==> src/rtl/srv32_dmem_wbuf.sv <==
// ============================================================================
//  Module      : srv32_dmem_wbuf
//  Description : Posted-write buffer on the srv32 data-memory path; in-order
//                store drain, loads held while they hit a pending store word.
//  Revision    : 1.0 - initial release
// ============================================================================
`default_nettype none

module srv32_dmem_wbuf #(
    parameter int DEPTH = 4,
    parameter int AW    = 32,
    parameter int DW    = 32
) (
    input  logic                       clk,
    input  logic                       reset,
    input  logic                       c_wreq,
    output logic                       c_wack,
    input  logic [AW-1:0]              c_waddr,
    input  logic [DW-1:0]              c_wdata,
    input  logic [DW/8-1:0]            c_wstrb,
    input  logic                       c_rreq,
    output logic                       c_rack,
    input  logic [AW-1:0]              c_raddr,
    output logic                       c_rvalid,
    output logic [DW-1:0]              c_rdata,
    output logic                       m_wreq,
    input  logic                       m_wack,
    output logic [AW-1:0]              m_waddr,
    output logic [DW-1:0]              m_wdata,
    output logic [DW/8-1:0]            m_wstrb,
    output logic                       m_rreq,
    input  logic                       m_rack,
    output logic [AW-1:0]              m_raddr,
    input  logic                       m_rvalid,
    input  logic [DW-1:0]              m_rdata,
    output logic [$clog2(DEPTH+1)-1:0] wbuf_count,
    output logic                       wbuf_empty
);

    localparam int c_SW = DW / 8;
    localparam int c_PW = $clog2(DEPTH);
    localparam int c_CW = $clog2(DEPTH + 1);

    logic [AW-1:0]   r_addr [DEPTH];
    logic [DW-1:0]   r_data [DEPTH];
    logic [c_SW-1:0] r_strb [DEPTH];
    logic [DEPTH-1:0] r_valid;
    logic [c_PW-1:0] r_wptr;
    logic [c_PW-1:0] r_rptr;
    logic [c_CW-1:0] r_count;

    logic w_enq;
    logic w_deq;
    logic w_hazard;

    // Acceptance looks only at registered occupancy: no same-cycle refill when full.
    assign c_wack     = (r_count != c_CW'(DEPTH));
    assign m_wreq     = (r_count != '0);
    assign w_enq      = c_wreq & c_wack;
    assign w_deq      = m_wreq & m_wack;

    assign m_waddr    = r_addr[r_rptr];
    assign m_wdata    = r_data[r_rptr];
    assign m_wstrb    = r_strb[r_rptr];
    assign wbuf_count = r_count;
    assign wbuf_empty = (r_count == '0);

    // Word-granular match; strobes are deliberately ignored.
    always_comb begin
        w_hazard = w_enq & (c_waddr[AW-1:2] == c_raddr[AW-1:2]);
        for (int i = 0; i < DEPTH; i++) begin
            if (r_valid[i] && (r_addr[i][AW-1:2] == c_raddr[AW-1:2])) begin
                w_hazard = 1'b1;
            end
        end
    end

    assign m_rreq   = c_rreq & ~w_hazard;
    assign c_rack   = m_rreq & m_rack;
    assign m_raddr  = c_raddr;
    assign c_rvalid = m_rvalid;
    assign c_rdata  = m_rdata;

    always_ff @(posedge clk or posedge reset) begin
        if (reset) begin
            for (int i = 0; i < DEPTH; i++) begin
                r_addr[i] <= '0;
                r_data[i] <= '0;
                r_strb[i] <= '0;
            end
            r_valid <= '0;
            r_wptr  <= '0;
            r_rptr  <= '0;
            r_count <= '0;
        end else begin
            if (w_enq) begin
                r_addr[r_wptr]  <= c_waddr;
                r_data[r_wptr]  <= c_wdata;
                r_strb[r_wptr]  <= c_wstrb;
                r_valid[r_wptr] <= 1'b1;
                r_wptr          <= r_wptr + c_PW'(1);
            end
            if (w_deq) begin
                r_valid[r_rptr] <= 1'b0;
                r_rptr          <= r_rptr + c_PW'(1);
            end
            case ({w_enq, w_deq})
                2'b10:   r_count <= r_count + c_CW'(1);
                2'b01:   r_count <= r_count - c_CW'(1);
                default: r_count <= r_count;
            endcase
        end
    end

endmodule

`default_nettype wire

==> config.mk <==
export PLATFORM = sky130hd
export DESIGN_NAME = srv32_dmem_wbuf
export DESIGN_NICKNAME = d
export VERILOG_FILES = /design/src/rtl/srv32_dmem_wbuf.sv
export SDC_FILE = /design/constraint.sdc
export NUM_CORES = 1
export LEC_CHECK = 0
export ABC_AREA = 1
export CAP_MARGIN = 25
export CELL_PAD_IN_SITES_DETAIL_PLACEMENT = 1
export CELL_PAD_IN_SITES_GLOBAL_PLACEMENT = 1
export CORE_MARGIN = 5
export CORE_UTILIZATION = 39
export DETAILED_ROUTE_END_ITERATION = 7
export GPL_ROUTABILITY_DRIVEN = 0
export PLACE_DENSITY = 0.91
export SLEW_MARGIN = 20
export SYNTH_ARGS = -nofsm -noshare
export SYNTH_HDL_FRONTEND = slang
export SYNTH_SLANG_ARGS = --single-unit
==> constraint.sdc <==
create_clock -name clk -period 14 [get_ports clk]
set_clock_uncertainty 0.15 [all_clocks]
set_input_delay 3.5 -clock clk [delete_from_list [all_inputs] [get_ports clk]]
set_output_delay 3.5 -clock clk [all_outputs]
set_load 0.01 [all_outputs]
==> flow_metrics.tcl <==
set metrics [dict create \
    yosys_warnings 0 \
    track_usage_pct 24.67 \
    ys_async_sr_fraction_pct 100.0 \
    wirelength_mm 55.73 \
    area_delta_synth_final_pct 17.51 \
    wl_per_cell_um 20.27 \
    rr_endpoint "r_rptr[1]" \
    synthesis.nets 2263 \
    nets 2350 \
    slew_viol_final 0 \
    path_clk_slew_ns 0.05 \
    synth_edf_count 0 \
    post_cts_resized 0 \
    drv_cap 0 \
    clockBufferDepth 3 \
    r2r_cells 5 \
    first_pass_iters 6 \
    ys_seq_area_share_pct 45.01 \
    syn_inst 2114 \
    fmax_ghz 0.1040 \
    grt_pass1_wl_mm 87.92 \
    syn_area_per_cell_um2 7.442 \
    worstSetupEndpoint "m_rreq" \
    finalSetupViolCount 0 \
    synthFlopType "dfrtp_1" \
    dieArea_um2 44460 \
    p_leak_nw 8.952 \
    htree_levels 2 \
    setup_tns_ns 0 \
    die_h_um 210.9 \
    arrival_ns 5.97 \
    cts_setup_buffers 0 \
    end_kind "output pin" \
    r2r_start "r_rptr[0]" \
    ctsHoldBuffers 0 \
    drtIter0Drc 1089 \
    tightest_slew_ns 0.9869 \
    n_antenna_cell 0 \
    power_w 0.004553 \
    regArea_um2 7086 \
    start_util_pct 39.51 \
    post-route-period-util_pct 68.71 \
    drive_gt1_share_pct 4.764 \
    routed_via_density 5.388 \
    grt_pass1_vias 15950 \
    multi_input_area_um2 6571 \
    syn-cell-area_um2 15730 \
    status "finished, final reports clean" \
    port_buffers 209 \
    ir_drop_mv 0.1490 \
    hold_ws_ns 0.3348 \
    final.min_clock_period_ns 9.620 \
    vias 14820 \
    grt_max_degree 141 \
    n_fill_cell 4945 \
    cp-start-kind "input port" \
    chipWidth_um 210.9 \
    cp.required_ns 10.35 \
    io_pins 280 \
    clockRootBuffer "clkbuf_16" \
    crit_type "input port to output pin" \
    clock_sinks 283 \
    insertion_delay_ns 0.55 \
    rrSetupSlack_ns 10.86 \
    ys_types 24 \
    antenna_found_initial 2 \
    power_density_nw_per_um2 246.3 \
    hold_class "register to register" \
    ant_nets 0 \
    rsz0062_at_grt "no" \
    max_slew_margin_pct 34.21 \
    cts_tree "done" \
    crit_fanout 6 \
    crit_start "c_raddr[14]" \
    floorplan.rows 73 \
    overflow 0 \
    core_region_area_um2 39820 \
    ys_ff_latch 283 \
    hold_violations 0 \
    hpwl_mm 37.44 \
    numCtsBuffers 35 \
    drc 0 \
]
==> worst min-delay path by stage <==
| stage | from | to | slack [ns] | cells after the start |
|---|---|---|---|---|
| 6_report | r_data[0] | r_data[0] | 0.33 | 2 |
| 5_1_grt | r_data[15] | r_data[15] | 0.36 | 2 |
| 4_1_cts | r_data[0] | r_data[0] | 0.34 | 2 |
| 3_5_place_dp | r_strb[2] | r_strb[2] | 0.33 | 2 |
| 3_3_place_gp | r_data[18] | r_data[18] | 0.32 | 2 |
| 2_1_floorplan | r_data[32] | r_data[32] | 0.30 | 2 |
==> logic make-up (layout without fill, tap and decap cells) <==
| family | count (synthesis) | count (layout) | share of synthesized area (%) |
|---|---|---|---|
| AND/OR/NAND/NOR | 879 | 879 | 21.09 |
| AO/OA/AOI/OAI | 545 | 545 | 18.54 |
| buffers and inverters | 376 | 487 | 13.34 |
| flip-flops | 283 | 283 | 45.01 |
| XOR/XNOR | 21 | 21 | 1.169 |
| adder cells (fa/ha/maj) | 10 | 10 | 0.8430 |
==> per-stage QoR <==
stage | util (%) | instance area [µm²] | setup WS (ns) | std cells
finish | 46.42 | 18490 | 4.380 | 2750
global placement | 43.32 | 17250 | 4.481 | 2685
detailed placement | 43.39 | 17280 | 4.464 | 2686
CTS | 46.22 | 18410 | 4.457 | 2747
floorplan | - | 15730 | 2.543 | 2114
global route | 46.42 | 18490 | 4.302 | 2750
==> cell usage in the layout (no fill, tap or decap) <==
cell,Yosys,final
a21boi_4,1,1
a21oi_1,69,69
buf_16,0,4
buf_4,67,10
bufinv_16,0,1
clkbuf_1,36,11
clkbuf_16,0,35
clkbuf_8,0,8
clkdlybuf4s50_1,0,209
clkinv_2,0,3
clkinv_8,0,2
dfrtp_1,283,282
dfrtp_4,0,1
fa_1,1,1
ha_1,9,9
inv_1,202,200
inv_16,0,1
inv_2,0,1
inv_4,0,1
inv_8,0,1
nand2_1,675,675
nand2_4,0,4
nand3_1,5,5
nor2_1,194,194
nor2_2,1,1
o21ai_0,158,158
o21ai_1,241,241
o21ai_2,32,32
o22ai_1,44,44
xnor2_1,10,10
xor2_1,11,11
==> per-layer routing <==
layer / vias up / GRT usage, % / routed length [µm]
met5: - / 0 / 20
met3: 127 / 5.154 / 4172
met4: 2 / 10.93 / 2556
met1: 7297 / 30.88 / 22570
li1: 6838 / - / -
met2: 552 / 41.33 / 26420
==> sequential cells by signal, indices dropped and copies added, names as in the netlist <==
name and cells:
r_addr 128, r_data 128, r_rptr 2, r_strb 16
r_valid 4, r_wptr 2, wbuf_count 3
==> synthesized netlist by cell type (4+ instances only) <==
cell / instances / area share, %
a21oi_1: 69 / 2.2
buf_2: 9 / 0.29
buf_4: 67 / 3.2
buf_6: 56 / 4.0
clkbuf_1: 36 / 0.86
clkbuf_2: 4 / 0.13
dfrtp_1: 283 / 45
ha_1: 9 / 0.72
inv_1: 202 / 4.8
nand2_1: 675 / 16
nand2_2: 4 / 0.16
nand3_1: 5 / 0.16
nor2_1: 194 / 4.6
o21ai_0: 158 / 5.0
o21ai_1: 241 / 7.7
o21ai_2: 32 / 1.8
o22ai_1: 44 / 1.7
xnor2_1: 10 / 0.56
xor2_1: 11 / 0.61
==> area by class of cell <==
type / count / area share (%)
Sequential cell: 283 / 38.33
Multi-Input combinational cell: 1455 / 35.54
Timing Repair Buffer: 223 / 12.32
Clock buffer: 54 / 5.556
Inverter: 203 / 4.176
Tap cell: 525 / 3.553
Clock inverter: 7 / 0.5279
==> where the power goes <==
part / internal (W) / switching (W)
Clock: 0.000527 / 0.000365
Sequential: 0.00120 / 0.000336
Combinational: 0.000844 / 0.00128
Total: 0.00257 / 0.00198
==> worst max-delay path, stage by stage <==
cell and delay (ns):
clkdlybuf4s50_1 0.69, inv_1 0.18, nand2_1 0.09, nand2_1 0.06, nor2_1 0.29, nand2_1 0.11, nor2_1 0.11, nand2_1 0.08
nor2_1 0.12, nor2_1 0.06, nand3_1 0.13, inv_1 0.06, clkdlybuf4s50_1 0.47
Power figures use the tool's default switching activity.
